[config.mk]
export PLATFORM = sky130hd
export DESIGN_NAME = forwarding_scoreboard
export DESIGN_NICKNAME = d
export VERILOG_FILES = /design/src/rtl/forwarding_scoreboard.sv
export SDC_FILE = /design/constraint.sdc
export NUM_CORES = 1
export LEC_CHECK = 0
export BUFFER_PORTS_ARGS = -buffer_cell sky130_fd_sc_hd__buf_2
export CAP_MARGIN = 20
export CORE_ASPECT_RATIO = 1.1
export CORE_MARGIN = 4
export CORE_UTILIZATION = 48
export CTS_BUF_LIST = sky130_fd_sc_hd__clkbuf_4 sky130_fd_sc_hd__clkbuf_8
export CTS_CLUSTER_DIAMETER = 100
export CTS_CLUSTER_SIZE = 14
export DETAILED_ROUTE_END_ITERATION = 8
export GPL_ROUTABILITY_DRIVEN = 0
export PLACE_DENSITY_LB_ADDON = 0.2
export SETUP_SLACK_MARGIN = 0.02
export SLEW_MARGIN = 25
export SYNTH_ARGS = -nofsm -noshare
export SYNTH_HDL_FRONTEND = slang
export SYNTH_SLANG_ARGS = --single-unit
export TNS_END_PERCENT = 50
[constraint.sdc]
create_clock -name clk -period 1.7 [get_ports clk]
set_input_delay 0.255 -clock clk [delete_from_list [all_inputs] [get_ports clk]]
set_output_delay 0.255 -clock clk [all_outputs]
set_load 0.02 [all_outputs]
[src/rtl/forwarding_scoreboard.sv]
// -----------------------------------------------------------------------------
// forwarding_scoreboard
//
// Tracks the destination tags of the last DEPTH instructions issued out of ID
// and decides, for each source operand of the instruction currently in ID,
// where its value should come from (a forwarding stage or the register file).
// It also raises a load-use stall when the youngest producer of a source is a
// load whose data is not yet available.
//
// Tag pipeline: entry 0 is EX, entry 1 is MEM, entry 2 is WB, and so on.
// Every clock edge the entries shift one stage older. The ID instruction
// enters entry 0 unless it is stalled, flushed or not valid, in which case a
// bubble enters instead.
//
// Ports
//   clk             in   rising-edge clock
//   reset           in   asynchronous, active-low reset (clears all entries)
//   id_valid        in   ID holds a real instruction
//   id_rs           in   NUM_SRC x 5-bit source register addresses
//   id_rs_used      in   per-source "operand is actually read" flags
//   id_rd           in   destination register of the ID instruction
//   id_reg_write    in   ID instruction writes id_rd
//   id_is_load      in   ID instruction is a load
//   flush           in   kill the ID instruction (it never enters EX)
//   forward         out  NUM_SRC x SEL_W select; DEPTH-i for entry i, 0 = RF
//   stall           out  hold PC/IF/ID and insert a bubble into EX
//   inflight_writes out  count of tracked entries that will write a register
// -----------------------------------------------------------------------------
module forwarding_scoreboard #(
  parameter int  NUM_SRC    = 2,
  parameter int  DEPTH      = 3,
  parameter int  LOAD_READY = 1,
  localparam int SEL_W      = $clog2(DEPTH + 1),
  localparam int CNT_W      = $clog2(DEPTH + 1)
) (
  input  logic                     clk,
  input  logic                     reset,
  input  logic                     id_valid,
  input  logic [NUM_SRC*5-1:0]     id_rs,
  input  logic [NUM_SRC-1:0]       id_rs_used,
  input  logic [4:0]               id_rd,
  input  logic                     id_reg_write,
  input  logic                     id_is_load,
  input  logic                     flush,
  output logic [NUM_SRC*SEL_W-1:0] forward,
  output logic                     stall,
  output logic [CNT_W-1:0]         inflight_writes
);

  // Tag pipeline state, one bit/field per stage.
  logic [DEPTH-1:0] valid_q, valid_d;
  logic [DEPTH-1:0] wr_q,    wr_d;
  logic [DEPTH-1:0] ld_q,    ld_d;
  logic [4:0]       rd_q [DEPTH];
  logic [4:0]       rd_d [DEPTH];

  // Per-source "youngest producer is a load that is not ready yet".
  logic [NUM_SRC-1:0] src_stall;
  logic               issue;

  // ---------------------------------------------------------------------------
  // Operand matching. The stage loop runs from oldest to youngest so the
  // youngest match overwrites older ones; that single entry decides both the
  // forward select and whether the source stalls (an older matching load is
  // irrelevant once a younger writer of the same register exists).
  // ---------------------------------------------------------------------------
  always_comb begin
    forward   = '0;
    src_stall = '0;
    for (int s = 0; s < NUM_SRC; s++) begin
      for (int i = DEPTH - 1; i >= 0; i--) begin
        if (id_rs_used[s] && (id_rs[5*s +: 5] != 5'd0) &&
            valid_q[i] && wr_q[i] && (rd_q[i] == id_rs[5*s +: 5])) begin
          forward[SEL_W*s +: SEL_W] = SEL_W'(DEPTH - i);
          src_stall[s]              = ld_q[i] && (i < LOAD_READY);
        end
      end
    end
  end

  assign stall = id_valid && (|src_stall);

  // ---------------------------------------------------------------------------
  // Next-state: shift every entry one stage older, then fill entry 0 with
  // either the issuing instruction or a bubble. Writes to x0 enter with wr
  // cleared so they never match and are never counted.
  // ---------------------------------------------------------------------------
  assign issue = id_valid && !stall && !flush;

  always_comb begin
    valid_d = '0;
    wr_d    = '0;
    ld_d    = '0;
    for (int i = 0; i < DEPTH; i++) begin
      rd_d[i] = 5'd0;
    end

    valid_d[0] = issue;
    rd_d[0]    = issue ? id_rd : 5'd0;
    wr_d[0]    = issue && id_reg_write && (id_rd != 5'd0);
    ld_d[0]    = issue && id_is_load;

    for (int i = 1; i < DEPTH; i++) begin
      valid_d[i] = valid_q[i-1];
      rd_d[i]    = rd_q[i-1];
      wr_d[i]    = wr_q[i-1];
      ld_d[i]    = ld_q[i-1];
    end
  end

  // ---------------------------------------------------------------------------
  // State registers. Reset clears every entry to a bubble immediately, without
  // waiting for a clock edge.
  // ---------------------------------------------------------------------------
  always_ff @(posedge clk or negedge reset) begin
    if (!reset) begin
      valid_q <= '0;
      wr_q    <= '0;
      ld_q    <= '0;
      for (int i = 0; i < DEPTH; i++) begin
        rd_q[i] <= 5'd0;
      end
    end else begin
      valid_q <= valid_d;
      wr_q    <= wr_d;
      ld_q    <= ld_d;
      for (int i = 0; i < DEPTH; i++) begin
        rd_q[i] <= rd_d[i];
      end
    end
  end

  // ---------------------------------------------------------------------------
  // Population count of entries that will still write a register.
  // ---------------------------------------------------------------------------
  always_comb begin
    inflight_writes = '0;
    for (int i = 0; i < DEPTH; i++) begin
      if (valid_q[i] && wr_q[i]) begin
        inflight_writes = inflight_writes + CNT_W'(1);
      end
    end
  end

endmodule

==> summary.md <==
| Metric | Value |
|---|---|
| DRC viols | 0 |
| Rows | 18 |
| Post-Syn Area | 1120 sq um |
| Fin. max-slew vios | 0 |
| IO Count | 30 |
| Total number of vias | slightly above 900 |
| Vias in the first global route | 980 |
| Final setup fails | 5 |
| Maxcap violations | 0 |
| Nets | 177 |
| FF-to-FF setup slack | 0 ns |
| Crit path to | stall |
| Complex-gate fraction of the synthesized area | 0.06145 |
| Simple logic cell fraction of the synthesized area | 0.1721 |
| Global-route wire length before repair | 4188 microns |
| Tightest Hold Check Type | in -> reg |
| Maximum vdd drop | 0.5352 mV |
| Hold Fails Final Rpt | 0 |
| Overall routing resource usage | 0.1814 |
| Setup Crit Path Kind | reg -> out |
| Total gr overflow | 0 |
| Worst r2r dst | wr_q[0] |
| Diode count | 0 |
| Critical Path Fanout Max | 3 |
| Via/cell ratio | slightly above 5 |
| 1st-pass router iterations | 4 |
| Fmax achieved | around 460 MHz |
| Final clock skew | ~0.0056 ns |
| Violated checks | negative setup slack |
| Worst path required time | 1.44 ns |
| Antenna Nets Post-Route | 0 |
| Post-Synth Adder-Cell Area | 0.02235 |
| Clk root buf | clkbuf_4 |
| Synth warnings | 0 |
| CTS Sinks | 22 |
| Final Cycle Share | 1.276 |
| CTS tree | yes |
| R2r startpoint | rd_d[9] |
| Initial antenna violation count | 0 |
| 1st-iter DRT viols | 14 |
| Max clock buf depth | 2 |
| Clk pin slew, worst setup/hold paths | 0.11 ns |
| Port Buffers | 29 |
| Die height | 58.66 microns |
| Largest net degree at the start of global routing | 23 |
| Slew @ Worst Pin | 0.4637 ns |
| CTS H-tree lvls | 1 |
| Share of post-route cells with drive strength above 1 | 0.4000 |
| Width of the chip | approximately 54 microns |
| Clk_lat worst skew | slightly below 0.3 ns |
| Mux cell area share after synthesis | 0 |
| Worst Reg2Reg Path Length in Cells | 6 |
| Layout area overhead | 38.55% |
| Post-Route WL | 2491 microns |
| Library cells used by synthesis | 19 |
| Placed instance count | roughly 170 |
| HPWL after DPL | 1985 microns |
| Post-synthesis xor/xnor area fraction | 0.2425 |
| Combinational family with the most area after synthesis | XOR/XNOR gates |
| CP endpoint kind | primary output |
| Setup ws final | -0.4687 ns |
| Synthesized flop and latch total | 22 |
| Startpoint types | register |
| Syn Area/Cell | 10.98 sq um |
| Fin util | 0.6958 |
| Slew margin rel. | 0.6903 |
| Worst setup startpoint | rd_d[9] |
| Final non-filler cell total | 180 |
| Syn Inst Count | between 100 and 150 |
| Die area | 3170 sq um |
| Post-synthesis sequential area ratio | 0.4916 |
| Period minus WS final | 2.169 ns |
| Status | finished, violations left |
| Total power | 0.0009502 W |
| Average routed wire per standard cell | 13.84 microns |
| RSZ-0062 raised after global routing | true |
| Starting Density | 0.5022 |
| Pleak | 0.7659 nW |
| Power density of the placed cells | between 600 and 700 nW/um^2 |
| Placeable Area | 2230 sq um |
| CP Data Arrival Time | 1.91 ns |
| CTS buffer count | 3 |
| Post-synthesis net count | 127 |
-- stage by stage --
step	hold WS [ns]	instance area, sq um	setup TNS [ns]	worst slack [ns]
floorplan	-0.04059	1122	-0.1715	-0.1054
global placement	0.2291	1406	-0.5952	-0.1808
detailed placement	0.2363	1406	-0.6602	-0.1913
CTS	0.1593	1494	-2.336	-0.4823
global route	0.1640	1551	-2.851	-0.5570
finish	0.1657	1551	-1.921	-0.4687
-- metal layers --
| layer | share of wire | routed length [microns] | global-route usage |
|---|---|---|---|
| met5 | 0 | 0 | 0 |
| met2 | 0.50 | 1236 | 0.3045 |
| met1 | 0.43 | 1060 | 0.2387 |
| met4 | 0.022 | 54 | 0.06762 |
| met3 | 0.056 | 140 | 0.02025 |
-- what timing repair did --
action                     CTS  global route
pin swaps                    6             4
setup endpoints to repair   15            15
gates resized for setup      9            14
hold buffers                 1             0
buffers inserted             2             2
hold endpoints to repair    22             0
-- final cells by class --
class,instances,area (sq um)
flip-flops and latches,22,550.5
well taps,30,37.54
inverters,2,7.507
clock buffers,3,22.52
multi-input cells,77,628.1
repair buffers,46,305.3
fillers,159,678.2
-- worst min path at each step --
| stage | start | endpoint | slack (ns) | cells past startpoint |
|---|---|---|---|---|
| floorplan | reset | ld_q[0] | -0.04 | 0 |
| global placement | reset | wr_q[2] | 0.23 | 1 |
| detailed placement | reset | valid_q[2] | 0.24 | 1 |
| CTS | id_is_load | ld_q[0] | 0.16 | 3 |
| global route | id_rd[0] | rd_d[5] | 0.16 | 3 |
| finish | id_rd[4] | rd_d[9] | 0.17 | 3 |
-- synth_stat cells --
master	count	area (sq um)
xnor2_1	25	219.0
dfrtp_1	22	550.5
nand2_1	10	37.54
nor2_1	7	26.28
nand4_1	6	37.54
xor2_1	6	52.55
or4_1	5	37.54
o21ai_0	3	15.01
ha_1	2	25.02
inv_1	2	7.510
nor2b_1	2	12.51
nor4_1	2	12.51
o21ai_1	2	10.01
o41ai_1	2	17.52
or4_4	2	22.52
a21boi_4	1	18.77
and2_1	1	6.260
buf_1	1	3.750
o211ai_1	1	7.510
-- cells in the final DEF (no fill, tap or decap), drive strengths merged, types with 3 or more instances in the layout --
master	Yosys	layout
buf	1	45
dfrtp	22	22
or4	7	7
xor2	6	6
nor2	7	7
xnor2	25	25
nand2	10	10
o21ai	5	5
nand4	6	6
clkbuf	0	3
-- registers in the layout (all words and copies together), names as in the netlist --
name,count
valid_q,3
rd_d,10
rd_q,5
wr_q,3
ld_q,1
-- cells by family after synthesis --
logic type | Yosys count
flops | 22
buf+inv | 3
compound gates | 9
simple gates | 35
xor+xnor | 31
fa+ha+maj | 2
-- critical path, cell delays in order (launching register included) --
cell and delay, ns:
dfrtp_1 0.45, xnor2_1 0.18, nand4_1 0.11, or4_4 0.47, a21boi_4 0.16, and2_4 0.16, buf_6 0.10
-- report_power, final --
part | total (W) | leakage [nW] | switching (W) | internal [W]
Combinational | 0.000170 | 0.458 | 0.0000803 | 0.0000899
Clock | 0.000217 | 0.0138 | 0.000135 | 0.0000822
Sequential | 0.000563 | 0.294 | 0.0000192 | 0.000544
No activity file was read; power rests on OpenSTA's default activity.
